File: src/rtl/approx_err_monitor.sv
// ---------------------------------------------------------------------------
// approx_err_monitor
//
// Consumer-side checker for approximate adder outputs. Each accepted sample
// {a, b, s} has its exact sum recomputed and its error distance
// ED = |(a+b) - s| folded into per-window statistics. After 2**WIN_LOG2
// samples one report is offered on a second valid/ready handshake.
//
// Ports
//   clk          rising-edge clock
//   rst_n        asynchronous active-low reset
//   start        one-cycle pulse, opens a window (honoured in IDLE only)
//   in_valid     sample valid
//   in_ready     sample accepted when in_valid & in_ready (registered)
//   in_a, in_b   operands, WIDTH bits
//   in_s         approximate sum under test, WIDTH+1 bits
//   busy         high while a window is being collected, drained or reported
//   rpt_valid    report valid
//   rpt_ready    report consumed when rpt_valid & rpt_ready
//   rpt_err_cnt  number of samples with ED != 0
//   rpt_sum_ed   sum of ED over the window
//   rpt_max_ed   largest ED in the window
// ---------------------------------------------------------------------------
module approx_err_monitor #(
  parameter int WIDTH    = 16,
  parameter int WIN_LOG2 = 8
) (
  input  logic                      clk,
  input  logic                      rst_n,
  input  logic                      start,
  input  logic                      in_valid,
  output logic                      in_ready,
  input  logic [WIDTH-1:0]          in_a,
  input  logic [WIDTH-1:0]          in_b,
  input  logic [WIDTH:0]            in_s,
  output logic                      busy,
  output logic                      rpt_valid,
  input  logic                      rpt_ready,
  output logic [WIN_LOG2:0]         rpt_err_cnt,
  output logic [WIDTH+WIN_LOG2:0]   rpt_sum_ed,
  output logic [WIDTH:0]            rpt_max_ed
);

  localparam int SW = WIDTH + 1;             // sum / ED width
  localparam int CW = WIN_LOG2 + 1;          // sample counter width
  localparam int EW = WIDTH + 1 + WIN_LOG2;  // ED accumulator width

  // Count value of the final sample of a window.
  localparam logic [CW-1:0] WIN_LAST = CW'((64'd1 << WIN_LOG2) - 64'd1);

  typedef enum logic [1:0] {
    ST_IDLE   = 2'd0,
    ST_ACCUM  = 2'd1,
    ST_DRAIN  = 2'd2,
    ST_REPORT = 2'd3
  } state_t;

  // Unsigned distance between two WIDTH+1 bit sums.
  function automatic logic [SW-1:0] abs_diff(input logic [SW-1:0] x,
                                             input logic [SW-1:0] y);
    logic [SW-1:0] d;
    if (x >= y) begin
      d = x - y;
    end else begin
      d = y - x;
    end
    return d;
  endfunction

  state_t          state_r;
  state_t          state_nxt_s;
  logic [CW-1:0]   cnt_r;
  logic            in_ready_r;
  logic            busy_r;
  logic            rpt_valid_r;
  logic            accept_s;
  logic            last_accept_s;
  logic            open_win_s;

  logic            s1_vld_r;
  logic [SW-1:0]   s1_exact_r;
  logic [SW-1:0]   s1_approx_r;
  logic [SW-1:0]   ed_s;

  logic [CW-1:0]   err_cnt_r;
  logic [EW-1:0]   sum_ed_r;
  logic [SW-1:0]   max_ed_r;

  assign accept_s      = in_valid & in_ready_r;
  assign last_accept_s = accept_s & (cnt_r == WIN_LAST);
  assign open_win_s    = (state_r == ST_IDLE) & start;
  assign ed_s          = abs_diff(s1_exact_r, s1_approx_r);

  // Next-state logic of the window controller.
  always_comb begin
    state_nxt_s = state_r;
    case (state_r)
      ST_IDLE: begin
        if (start) begin
          state_nxt_s = ST_ACCUM;
        end else begin
          state_nxt_s = ST_IDLE;
        end
      end
      ST_ACCUM: begin
        if (last_accept_s) begin
          state_nxt_s = ST_DRAIN;
        end else begin
          state_nxt_s = ST_ACCUM;
        end
      end
      ST_DRAIN: begin
        // S1 empty means the last sample has already reached the accumulators.
        if (!s1_vld_r) begin
          state_nxt_s = ST_REPORT;
        end else begin
          state_nxt_s = ST_DRAIN;
        end
      end
      ST_REPORT: begin
        if (rpt_ready) begin
          state_nxt_s = ST_IDLE;
        end else begin
          state_nxt_s = ST_REPORT;
        end
      end
      default: begin
        state_nxt_s = ST_IDLE;
      end
    endcase
  end

  // State register and registered handshake/status outputs decoded from next state.
  always_ff @(posedge clk or negedge rst_n) begin
    if (!rst_n) begin
      state_r     <= ST_IDLE;
      in_ready_r  <= 1'b0;
      busy_r      <= 1'b0;
      rpt_valid_r <= 1'b0;
    end else begin
      state_r     <= state_nxt_s;
      in_ready_r  <= (state_nxt_s == ST_ACCUM);
      busy_r      <= (state_nxt_s != ST_IDLE);
      rpt_valid_r <= (state_nxt_s == ST_REPORT);
    end
  end

  // Accepted-sample counter for the current window.
  always_ff @(posedge clk or negedge rst_n) begin
    if (!rst_n) begin
      cnt_r <= {CW{1'b0}};
    end else if (open_win_s) begin
      cnt_r <= {CW{1'b0}};
    end else if (accept_s) begin
      cnt_r <= cnt_r + {{(CW-1){1'b0}}, 1'b1};
    end else begin
      cnt_r <= cnt_r;
    end
  end

  // Stage 1: exact sum and captured approximate sum.
  always_ff @(posedge clk or negedge rst_n) begin
    if (!rst_n) begin
      s1_vld_r    <= 1'b0;
      s1_exact_r  <= {SW{1'b0}};
      s1_approx_r <= {SW{1'b0}};
    end else if (accept_s) begin
      s1_vld_r    <= 1'b1;
      s1_exact_r  <= {1'b0, in_a} + {1'b0, in_b};
      s1_approx_r <= in_s;
    end else begin
      s1_vld_r    <= 1'b0;
      s1_exact_r  <= s1_exact_r;
      s1_approx_r <= s1_approx_r;
    end
  end

  // Stage 2: error statistics; cleared only when a window opens so the last
  // report stays readable in IDLE.
  always_ff @(posedge clk or negedge rst_n) begin
    if (!rst_n) begin
      err_cnt_r <= {CW{1'b0}};
      sum_ed_r  <= {EW{1'b0}};
      max_ed_r  <= {SW{1'b0}};
    end else if (open_win_s) begin
      err_cnt_r <= {CW{1'b0}};
      sum_ed_r  <= {EW{1'b0}};
      max_ed_r  <= {SW{1'b0}};
    end else if (s1_vld_r) begin
      err_cnt_r <= err_cnt_r + {{(CW-1){1'b0}}, (ed_s != {SW{1'b0}})};
      sum_ed_r  <= sum_ed_r + {{WIN_LOG2{1'b0}}, ed_s};
      if (ed_s > max_ed_r) begin
        max_ed_r <= ed_s;
      end else begin
        max_ed_r <= max_ed_r;
      end
    end else begin
      err_cnt_r <= err_cnt_r;
      sum_ed_r  <= sum_ed_r;
      max_ed_r  <= max_ed_r;
    end
  end

  assign in_ready    = in_ready_r;
  assign busy        = busy_r;
  assign rpt_valid   = rpt_valid_r;
  assign rpt_err_cnt = err_cnt_r;
  assign rpt_sum_ed  = sum_ed_r;
  assign rpt_max_ed  = max_ed_r;

endmodule

File: config.mk
export PLATFORM = sky130hd
export DESIGN_NAME = approx_err_monitor
export DESIGN_NICKNAME = d
export VERILOG_FILES = /design/src/rtl/approx_err_monitor.sv
export SDC_FILE = /design/constraint.sdc
export NUM_CORES = 1
export LEC_CHECK = 0
export ABC_AREA = 0
export CAP_MARGIN = 0
export CORE_AREA = 2 2 133 135
export CTS_CLUSTER_SIZE = 10
export DETAILED_ROUTE_END_ITERATION = 7
export DIE_AREA = 0 0 135 137
export GPL_ROUTABILITY_DRIVEN = 0
export GPL_TIMING_DRIVEN = 0
export PLACE_DENSITY = 0.69
export SLEW_MARGIN = 15
export SYNTH_ARGS = -nofsm -noshare
export SYNTH_HDL_FRONTEND = slang
export SYNTH_SLANG_ARGS = --single-unit
File: constraint.sdc
create_clock -name clk -period 7.2 [get_ports clk]
set_clock_uncertainty 0.2 [all_clocks]
set_input_delay 0.72 -clock clk [delete_from_list [all_inputs] [get_ports clk]]
set_output_delay 0.72 -clock clk [all_outputs]
set_load 0.02 [all_outputs]
# ---- Yosys cells after proc, flatten, opt, wreduce, memory -nomap -nowiden
# Index checks and enable logic that the tools add are counted.
dict set report classes {
  n_addsub 6
  n_lt_le_gt_ge 2
  n_eq_ne 6
  n_mux 16
  bitwise_logic 3
  n_reduce_logical 7
}
# operator count
set op_table {}
lappend op_table {{$mux 17} 4}
lappend op_table {{$mux 25} 2}
lappend op_table {{$mux 9} 4}
lappend op_table {{$sub 17x17->17} 2}
lappend op_table {{$add 25x17->25} 1}
lappend op_table {{$add 16x16->17} 1}
lappend op_table {{$ge 17x17->1} 1}
lappend op_table {{$gt 17x17->1} 1}
lappend op_table {{$reduce_bool 17->1} 1}
lappend op_table {{$add 9x1->9} 1}
lappend op_table {{$add 9x1->9 const B} 1}
lappend op_table {{$eq 9x8->1 const B} 1}
lappend op_table {{$pmux 2 s4} 1}
lappend op_table {{$reduce_bool 2->1} 4}
lappend op_table {{$eq 2x2->1 const B} 3}
lappend op_table {{$eq 2x1->1 const B} 2}
lappend op_table {{$mux 2} 2}
lappend op_table {{$and 1x1->1} 3}
lappend op_table {{$mux 1} 3}
lappend op_table {{$logic_not 2->1} 1}
lappend op_table {{$reduce_and 2->1} 1}
dict set report totals {
  register_bits 100
  in_bits 54
  output_inout_bits 54
}

# ---- Longest topological paths before layout
# Gate-level depths: netlist of run 1.
dict set report depth {
  depth_word 6
  depth_mapped 27
  ltp_nobuf 24
}

# ---- Worst setup path before layout of run 1
# Ideal clock, no wire load.
dict set report synth_timing {
  path_type {reg2reg}
  start {reg s1_exact_r[4]}
  end {reg max_ed_r[10] (netlist: rpt_max_ed[10])}
  setup_ns 0.124
  t_arrival_ns 5.014
  required_ns 6.876
  slack_ns 1.862
  path_stages_with_launch 27
  path_buffers 3
  cell_sequence {dfrtp_1 inv_1 ha_1 a21oi_2 o22ai_1 a211o_1 o21a_2 nor2_4 buf_1 clkbuf_1 mux2_2 a21oi_1 o21ai_0 xor2_1 ha_1 a21oi_1 nor2b_1 o21ai_0 nand2b_1 a211oi_1 o21ai_0 nor3_1 o211ai_1 a32oi_1 a21oi_2 buf_6 mux2i_1}
}
dict set report synth_between {
  elab_chain_len 5
  elab_cells_between_ends 10
  cone_classes {add/sub: 2; order compare: 2; mux: 4; reduce/logical: 2}
}
# item line_no
set synth_lines {}
lappend synth_lines {{start, declared} 81} ;# logic [SW-1:0] s1_exact_r;
lappend synth_lines {{start signal, assigned} 165} ;# s1_exact_r <= {SW{1'b0}};
lappend synth_lines {{start signal, assigned} 169} ;# s1_exact_r <= {1'b0, in_a} + {1'b0, in_b};
lappend synth_lines {{start signal, assigned} 173} ;# s1_exact_r <= s1_exact_r;
lappend synth_lines {{$sub 17x17->17 (tied with other cells)} 65} ;# d = y - x;
lappend synth_lines {{$mux 17 (*)} 62} ;# if (x >= y) begin
lappend synth_lines {{$gt 17x17->1 or $mux 17 (tied branches)} 192} ;# if (ed_s > max_ed_r) begin
lappend synth_lines {{$reduce_bool 2->1 (no source line) or $mux 17 (tied branches)} -}
lappend synth_lines {{$reduce_and 2->1 (no source line) or $mux 17 (tied branches)} -}
lappend synth_lines {{end signal, assigned} 193} ;# max_ed_r <= ed_s;
lappend synth_lines {{end signal, assigned} 195} ;# max_ed_r <= max_ed_r;
lappend synth_lines {{end signal, assigned} 200} ;# max_ed_r <= max_ed_r;
lappend synth_lines {{end, declared} 87} ;# logic [SW-1:0] max_ed_r;
# Every way passes the cells marked *; elsewhere a longest branch is shown, timed or not. The select of a mux whose other input is x is not followed.
# A chain may end at the register's enable or synchronous reset.

# ---- Worst setup path after layout of run 1
dict set report layout_timing {
  start {reg s1_exact_r[6]}
  end {reg max_ed_r[10] (netlist: rpt_max_ed[10])}
}
# The elaborated chain is that of the path after synthesis.

==> results of run 1 <==
[area by class of cell]
cell class / count / area share
clock buffers: 10 / 0.0246
well taps: 225 / 0.0303
repair buffers: 108 / 0.118
multi-input cells: 666 / 0.502
inverters: 73 / 0.0295
clock inverters: 6 / 0.0113
flip-flops and latches: 100 / 0.269
plain buffers: 31 / 0.0140
[cells by family (layout without fill, tap and decap cells)]
group	count (synthesis)	after routing	share of synthesized area
buf+inv	104	228	0.0532
flops	100	100	0.330
fa+ha+maj	88	88	0.149
simple gates	281	281	0.174
mux	49	49	0.0659
compound gates	188	188	0.155
xor+xnor	60	60	0.0712
[state kept, by name, summed over array words and instances (netlist names), 2 cells and up]
name / count
cnt_r: 9
rpt_err_cnt: 9
rpt_max_ed: 17
rpt_sum_ed: 25
s1_approx_r: 17
s1_exact_r: 17
state_r: 2
[Yosys cell counts, drive strengths merged (5+ instances only)]
cell / n
inv: 73
nor3: 18
nor2: 65
nand4: 10
o21a: 8
nand2: 103
and2: 5
and3: 13
o21ai: 65
or3: 8
a21o: 19
dfrtp: 100
o31ai: 6
clkbuf: 23
o211ai: 5
xnor2: 29
a21oi: 45
xor2: 30
mux2: 7
nand3: 14
mux2i: 42
a211oi: 6
nor2b: 14
ha: 84
nand2b: 12
buf: 8
[path summary, 6_finish.rpt]
kind | cells past startpoint | start | end
max | 26 | s1_exact_r[6]$_DFFE_PN0P_ | rpt_max_ed[10]$_DFFE_PN0P_
min | 1 | rst_n | cnt_r[4]$_DFFE_PN0P_
max reg2reg | 26 | s1_exact_r[6]$_DFFE_PN0P_ | rpt_max_ed[10]$_DFFE_PN0P_
min reg2reg | 2 | s1_exact_r[5]$_DFFE_PN0P_ | s1_exact_r[5]$_DFFE_PN0P_
max in group asynchronous | 2 | rst_n | s1_exact_r[13]$_DFFE_PN0P_
min in group clk | 2 | s1_exact_r[5]$_DFFE_PN0P_ | s1_exact_r[5]$_DFFE_PN0P_
[worst max-delay path, stage by stage, from the launching register on]
cell and delay (ps):
dfrtp_1 380, inv_1 60, ha_1 350, a21oi_1 310
o22ai_1 120, a211o_1 300, o21a_2 280, nor2_4 150
buf_1 460, clkbuf_2 380, mux2_2 370, a21oi_1 100
o21ai_0 110, xor2_1 490, ha_1 240, a21oi_1 80
nor2b_1 100, o21ai_0 70, nand2b_1 80, a211oi_1 70
o21ai_0 420, nor3_1 90, o211ai_1 120, a32oi_1 90
a21oi_2 590, buf_6 260, mux2i_1 190
[metrics by stage]
| step | hold WS [ps] | total power [W] | instances | util |
|---|---|---|---|---|
| CTS | 76.3 | 0.00433 | 1219 | 0.545 |
| global placement | 303 | 0.00370 | 1202 | 0.523 |
| detailed placement | 315 | 0.00376 | 1203 | 0.525 |
| finish | 63.6 | 0.00432 | 1219 | 0.545 |
| floorplan | 224 | 0.00295 | 870 | - |
| global route | 94.3 | 0.00468 | 1219 | 0.545 |
[power by group]
| group | internal (W) | leakage, nW | total (W) | switching, W |
|---|---|---|---|---|
| logic | 0.00129 | 3.02 | 0.00280 | 0.00151 |
| clock network | 0.000313 | 0.162 | 0.000556 | 0.000242 |
| registers | 0.000773 | 1.18 | 0.000967 | 0.000194 |
[metal layers]
layer	part of all wire	vias to the layer above	GRT usage
li1	-	3240	-
met1	0.48	3063	0.276
met2	0.47	145	0.341
met3	0.038	18	0.0248
met4	0.015	0	0.0648
met5	0	-	0
[repair_timing]
action	CTS	global route
hold buffers	0	0
resized for setup	0	2
setup endpoints to repair	0	1
==> out/qor.csv, run 1 <==
stage,metric,value,unit
status,status,finished clean,
clocking,cts.clk_slew.worst_paths,70,ps
synth,synth_nets,1012,
critical_path,required,7280,ps
synth,syn_inst,870,
sta,post-route-min-period,6530,ps
drt,post_drt_wl_per_cell,15.0,um
layout,layout_commonest_cell,clkdlybuf4s50_1,
clocking,numCtsBuffers,9,
global_routing,grt_max_degree,61,
critical_path,r2r_slack,670,ps
layout,nets,1131,
synth,ys_seq_area_frac,0.330,
placed_design,io_buffers,107,
run,cap_violations,0,
sta,max_freq,153,MHz
synth,synthArstFlopShare,1.00,
drt,routed_via_density,5.30,
clocking,clock_latency,360,ps
clocking,cts.root.buffer_cell,clkbuf_16,
floorplanning,rows,48,
synth,avgSynthCellArea,8.70,sq um
global_routing,grt_pass1_vias,6265,
power_and_ir_drop,cellPowerDensity,465,nW/um^2
layout,syn_to_final_growth,22.7,%
sta,period_share,0.907,
sta,tightest_slew,795,ps
synth,synth_warnings,0,
hold_path,hold_class,primary input to asynchronous set/reset pin,
global_routing,grt_antenna_before_repair,0,
layout,multiInputGateArea,4670,sq um
power_and_ir_drop,vdd_drop_max,0.240,mV
synth,synth_top_area_share,0.330,
critical_path,worst-path-max-fanout,10,
synth,ys_ff_latch,100,
synth,synth_edf_count,0,
synth,synthTopCellsByArea,"dfrtp_1 (33%), ha_1 (14%), mux2i_1 (5.6%), nand2_1 (5.1%), o21ai_0 (4.2%)",
critical_path,crit_type,flop to flop,
critical_path,cp-start-kind,flop,
placed_design,dpl_cell_area,8950,sq um
synth,ys_types,63,
drt,via_count,6466,
layout,final_cell_mix,"clkdlybuf4s50_1 (106), nand2_1 (103), dfrtp_1 (100)",
sta,setup_viol,0,
layout,layout-drive-gt1-share,0.0392,
placed_design,dp_hpwl,14100,um
sta,finalMaxSlewViolations,0,
drt,drc_errors,0,
synth,netlist_area,7570,sq um
drt,drt_iter0_drc,402,
critical_path,end_kind,flop,
sta,tns,0,ps
synth,synth_largest_area_cell,dfrtp_1,
floorplanning,core_area,17100,sq um
clocking,cts.sinks,100,
floorplanning,ioPinCount,108,
layout,nFillCells,1596,
clocking,cts-htree-levels,3,
sta,rsz0062_at_grt,false,
global_routing,overflow,0,
clocking,cts_tree,done,
sta,slew_headroom,0.470,
drt,wl,18300,um
sta,final_hold_viol_count,0,
clocking,cts_setup_buffers,0,
layout,design_area,9290,sq um
drt,antenna_left,0,
floorplanning,start_util,0.444,
floorplanning,fp.dieH,137,um
floorplanning,fp.dieArea,18500,sq um
global_routing,grt_pass1_wl,30100,um
power_and_ir_drop,p_leak,4.36,nW
floorplanning,die_x,135,um
layout,n_antenna_cell,0,
drt,firstDrtPassIters,5,
clocking,max-clock-path-buffers,2,
sta,finalWorstSetupSlack,669,ps
critical_path,arrival,6610,ps
placed_design,dp_slack,616,ps
synth,synthFlopType,dfrtp_1,
layout,seqCellArea,2500,sq um
global_routing,grt_use_total,0.204,
Note: power is estimated with default switching activity, not from simulation.
==> run 2, diff against run 1 <==
--- a/config.mk
+++ b/config.mk
@@ -13,7 +13,7 @@
 export DIE_AREA = 0 0 135 137
 export GPL_ROUTABILITY_DRIVEN = 0
 export GPL_TIMING_DRIVEN = 0
-export PLACE_DENSITY = 0.69
+export PLACE_DENSITY = 0.73
 export SLEW_MARGIN = 15
 export SYNTH_ARGS = -nofsm -noshare
 export SYNTH_HDL_FRONTEND = slang
==> out/qor.csv, run 2 (synthesized netlist as in run 1, its figures left out) <==
stage,metric,value,unit
layout,layout_commonest_cell,clkdlybuf4s50_1,
power_and_ir_drop,cellPowerDensity,465,nW/um^2
critical_path,r2r_slack,530,ps
drt,drt_iter0_drc,410,
critical_path,reg2reg_depth,26,
global_routing,grt_pass1_wl,30300,um
layout,nets,1131,
sta,final_hold_viol_count,0,
clocking,max-clock-path-buffers,2,
sta,setup_viol,0,
drt,antenna_left,0,
floorplanning,ioPinCount,108,
critical_path,regToRegEndpoint,rpt_max_ed[11]$_DFFE_PN0P_,
clocking,cts.sinks,100,
critical_path,worstReg2RegStart,s1_exact_r[4]$_DFFE_PN0P_,
layout,n_antenna_cell,0,
drt,firstDrtPassIters,4,
sta,period_share,0.926,
floorplanning,start_util,0.444,
layout,final_cell_mix,"clkdlybuf4s50_1 (106), nand2_1 (103), dfrtp_1 (100)",
layout,fin_cells,1219,
floorplanning,fp.dieArea,18500,sq um
power_and_ir_drop,p_clk_frac,0.119,
clocking,ctsHoldBuffers,0,
global_routing,overflow,0,
power_and_ir_drop,p_seq_frac,0.225,
sta,max_freq,150,MHz
layout,largest_reg_flops,25,
critical_path,worst-path-max-fanout,10,
critical_path,end_kind,flop,
clocking,cts-htree-levels,3,
placed_design,dp_hpwl,14000,um
layout,nFillCells,1619,
critical_path,required,7240,ps
critical_path,arrival,6710,ps
floorplanning,die_x,135,um
drt,routed_via_density,5.32,
power_and_ir_drop,p_leak,4.35,nW
clocking,clock_latency,360,ps
run,cap_violations,0,
sta,tightest_slew,777,ps
clocking,cts.root.buffer_cell,clkbuf_16,
floorplanning,fp.dieH,137,um
drt,drc_errors,0,
drt,via_count,6480,
clocking,cts_setup_buffers,0,
floorplanning,core_area,17100,sq um
sta,post-route-min-period,6670,ps
drt,wl,18000,um
status,status,finished clean,
drt,post_drt_wl_per_cell,14.8,um
clocking,cts.clk_slew.worst_paths,70,ps
power_and_ir_drop,vdd_drop_max,0.270,mV
power_and_ir_drop,p_comb_frac,0.655,
critical_path,cp-start-kind,flop,
sta,slew_headroom,0.482,
clocking,cts_tree,done,
global_routing,grt_max_degree,64,
global_routing,grt_pass1_vias,6211,
layout,syn_to_final_growth,22.3,%
sta,tns,0,ps
clocking,numCtsBuffers,9,
sta,finalMaxSlewViolations,0,
power_and_ir_drop,p_sw,0.00197,W
clocking,cts_resized,0,
global_routing,grt_use_total,0.205,
critical_path,crit_type,flop to flop,
placed_design,io_buffers,107,
floorplanning,rows,48,
power_and_ir_drop,sw_frac_of_total,0.457,
global_routing,grt_antenna_before_repair,0,
sta,rsz0062_at_grt,false,
power_and_ir_drop,p_int,0.00234,W
placed_design,dp_cells,1203,
layout,layout-drive-gt1-share,0.0392,
hold_path,hold_class,primary input to asynchronous set/reset pin,
run 2: cell count changes in the layout (fill, tap and decap cells not counted):
cell | previous run | this run
bufinv_16 | 2 | 1
clkbuf_2 | 1 | 0
clkinv_2 | 0 | 2
clkinv_8 | 1 | 0
inv_8 | 1 | 2
run 2: power groups by stage:
stage | clock, W | combinational [W] | sequential, W
2_1_floorplan | 0 | 0.00184 | 0.00111
3_3_place_gp | 0 | 0.00271 | 0.000972
3_5_place_dp | 0 | 0.00279 | 0.000978
4_1_cts | 0.000520 | 0.00282 | 0.000969
5_1_grt | 0.000545 | 0.00313 | 0.000997
6_report | 0.000514 | 0.00282 | 0.000970
run 2: per-stage QoR:
step                hold slack, ps  total power (W)   util  cell area (sq um)  setup WS (ps)
detailed placement             320          0.00377  0.525               8950            631
global placement               304          0.00369  0.523               8920            724
finish                        51.3          0.00430  0.543               9260            533
CTS                           60.0          0.00431  0.543               9260            588
floorplan                      224          0.00295      -               7570           1860
global route                  72.1          0.00467  0.543               9260           67.7
run 2: area by class of cell:
cell class              instances  area [sq um]  area share
clock inverters                 7          80.1     0.00865
inverters                      73           274      0.0296
repair buffers                108          1100       0.119
flip-flops and latches        100          2500       0.270
plain buffers                  31           129      0.0139
well taps                     225           282      0.0304
multi-input cells             666          4670       0.504
clock buffers                   9           225      0.0243
run 2: worst max-delay path by stage:
stage	depth (start not counted)	slack [ps]	end	start
6_report	26	530	rpt_max_ed[11]$_DFFE_PN0P_	s1_exact_r[4]$_DFFE_PN0P_
5_1_grt	27	70	rpt_max_ed[15]$_DFFE_PN0P_	s1_exact_r[8]$_DFFE_PN0P_
4_1_cts	26	590	rpt_max_ed[10]$_DFFE_PN0P_	s1_exact_r[4]$_DFFE_PN0P_
3_5_place_dp	26	630	rpt_max_ed[10]$_DFFE_PN0P_	s1_exact_r[4]$_DFFE_PN0P_
3_3_place_gp	26	720	rpt_max_ed[11]$_DFFE_PN0P_	s1_exact_r[4]$_DFFE_PN0P_
2_1_floorplan	26	1860	rpt_max_ed[10]$_DFFE_PN0P_	s1_exact_r[4]$_DFFE_PN0P_
run 2: metal layers:
| metal | wire length [um] | share of wire | track usage |
|---|---|---|---|
| met5 | 0 | 0 | 0 |
| met4 | 257 | 0.014 | 0.0648 |
| met1 | 8480 | 0.47 | 0.278 |
| met2 | 8530 | 0.47 | 0.342 |
| met3 | 770 | 0.043 | 0.0259 |
run 2: critical path: stages (launching register included):
cell and delay (ps):
dfrtp_1 400, inv_1 60, ha_1 380, a21oi_2 250, o22ai_1 120, a211o_1 310, o21a_2 280, nor2_4 150
buf_1 460, clkbuf_1 480, mux2_2 390, a21oi_1 110, o21ai_0 110, xor2_1 460, ha_1 360, a21oi_1 180
nor2b_1 60, o21ai_0 140, nand2b_1 70, a211oi_1 250, o21ai_0 250, nor3_1 210, o211ai_1 120, a32oi_1 190
a21oi_2 200, buf_6 220, mux2i_1 120
==> run 3, diff against run 2 <==
--- a/config.mk
+++ b/config.mk
@@ -14,6 +14,7 @@
 export GPL_ROUTABILITY_DRIVEN = 0
 export GPL_TIMING_DRIVEN = 0
 export PLACE_DENSITY = 0.73
+export RECOVER_POWER = 100
 export SLEW_MARGIN = 15
 export SYNTH_ARGS = -nofsm -noshare
 export SYNTH_HDL_FRONTEND = slang
==> out/qor.csv, run 3 (synthesized netlist as in run 1, its figures left out) <==
stage,metric,value,unit
status,status,finished with violations,
status,violations,"max-capacitance violations, max-slew violations",
critical_path,crit_type,flop to flop,
floorplanning,die_x,135,um
critical_path,required,7280,ps
sta,whs,331,ps
placed_design,io_buffers,107,
sta,finalWorstSetupSlack,532,ps
run,cap_violations,2,
clocking,clock_latency,360,ps
critical_path,path_buf_inv,4,
layout,multiInputGateArea,4670,sq um
hold_path,hold_class,flop to flop,
global_routing,grt_antenna_before_repair,0,
layout,syn_to_final_growth,21.9,%
global_routing,overflow,0,
layout,nFillCells,1624,
clocking,cts.sinks,100,
floorplanning,fp.dieH,137,um
drt,post_drt_wl_per_cell,14.8,um
power_and_ir_drop,cellPowerDensity,460,nW/um^2
critical_path,crit_top_cell,o21ai_0,
clocking,max-clock-path-buffers,2,
clocking,cts_setup_buffers,0,
drt,firstDrtPassIters,4,
power_and_ir_drop,vdd_drop_max,0.266,mV
drt,drt_iter0_drc,370,
layout,seqCellArea,2500,sq um
critical_path,cp-start-kind,flop,
layout,layout_commonest_cell,nand2_1,
clocking,ctsHoldBuffers,0,
sta,finalMaxSlewViolations,103,
critical_path,cpMaxStageDelayCell,a21oi_2,
floorplanning,rows,48,
power_and_ir_drop,finalPower,0.00424,W
power_and_ir_drop,p_leak,4.35,nW
drt,drc_errors,0,
global_routing,grt_pass1_wl,30300,um
clocking,numCtsBuffers,9,
clocking,cts-htree-levels,3,
sta,post-route-min-period,6670,ps
drt,via_count,6482,
clocking,cts_tree,done,
global_routing,grt_use_total,0.205,
drt,antenna_left,0,
sta,rsz0062_at_grt,false,
floorplanning,start_util,0.444,
floorplanning,core_area,17100,sq um
placed_design,dp_slack,631,ps
critical_path,arrival,6750,ps
layout,final_cell_mix,"nand2_1 (103), dfrtp_1 (100), ha_1 (84)",
global_routing,grt_max_degree,64,
placed_design,dp_hpwl,14000,um
sta,setup_viol,0,
floorplanning,fp.dieArea,18500,sq um
critical_path,worst-path-max-fanout,10,
critical_path,cpLargestDelayFamily,compound AO/OA/AOI/OAI gates,
critical_path,max_stage_delay,570,ps
drt,routed_via_density,5.32,
clocking,cts.root.buffer_cell,clkbuf_16,
floorplanning,ioPinCount,108,
sta,slew_headroom,-1.27,
layout,largest_reg_flops,25,
sta,tns,0,ps
clocking,cts.clk_slew.worst_paths,70,ps
sta,tightest_slew,3410,ps
drt,wl,18000,um
sta,period_share,0.926,
sta,max_freq,150,MHz
critical_path,end_kind,flop,
clocking,cts_resized,0,
global_routing,grt_pass1_vias,6211,
layout,layout-drive-gt1-share,0.0362,
layout,n_antenna_cell,0,
sta,final_hold_viol_count,0,
layout,nets,1131,
==> run 3: path summary, 6_finish.rpt <==
check | from | to | slack, ps | depth (start not counted)
worst max-delay path | s1_exact_r[4]$_DFFE_PN0P_ | rpt_max_ed[11]$_DFFE_PN0P_ | 530 | 26
worst max register to register | s1_exact_r[4]$_DFFE_PN0P_ | rpt_max_ed[11]$_DFFE_PN0P_ | 530 | 26
max in group asynchronous | rst_n | rpt_max_ed[12]$_DFFE_PN0P_ | 2060 | 2
worst min-delay path | s1_exact_r[7]$_DFFE_PN0P_ | s1_exact_r[7]$_DFFE_PN0P_ | 330 | 2
min in group asynchronous | rst_n | in_ready$_DFF_PN0_ | 700 | 1
worst min register to register | s1_exact_r[7]$_DFFE_PN0P_ | s1_exact_r[7]$_DFFE_PN0P_ | 330 | 2
==> run 3: cell type report <==
type	count	area share
multi-input cells	666	0.506
inverters	73	0.0297
plain buffers	31	0.0140
flip-flops and latches	100	0.271
well taps	225	0.0305
repair buffers	108	0.116
clock buffers	9	0.0244
clock inverters	7	0.00868
==> run 3: metal layers <==
metal,track usage,vias to the layer above,share of wire
met5,0,-,0
met4,0.0648,0,0.015
met3,0.0259,19,0.042
met2,0.342,147,0.47
met1,0.278,3072,0.47
li1,-,3244,-
==> run 3: power breakdown <==
part | total (W) | switching, W | internal (W)
clock | 0.000512 | 0.000236 | 0.000276
combinational | 0.00277 | 0.00154 | 0.00123
sequential | 0.000963 | 0.000190 | 0.000773
==> run 3: per-stage QoR <==
step | util | cells | area, sq um
after floorplan | - | 870 | 7570
after global placement | 0.523 | 1202 | 8920
after detailed placement | 0.525 | 1203 | 8950
after CTS | 0.543 | 1219 | 9260
after global routing | 0.541 | 1219 | 9230
final | 0.541 | 1219 | 9230
==> run 3: tightest hold or removal path, stage by stage, from the launching register on <==
cell and delay (ps):
dfrtp_1 380, nand2_1 50, o21ai_0 60
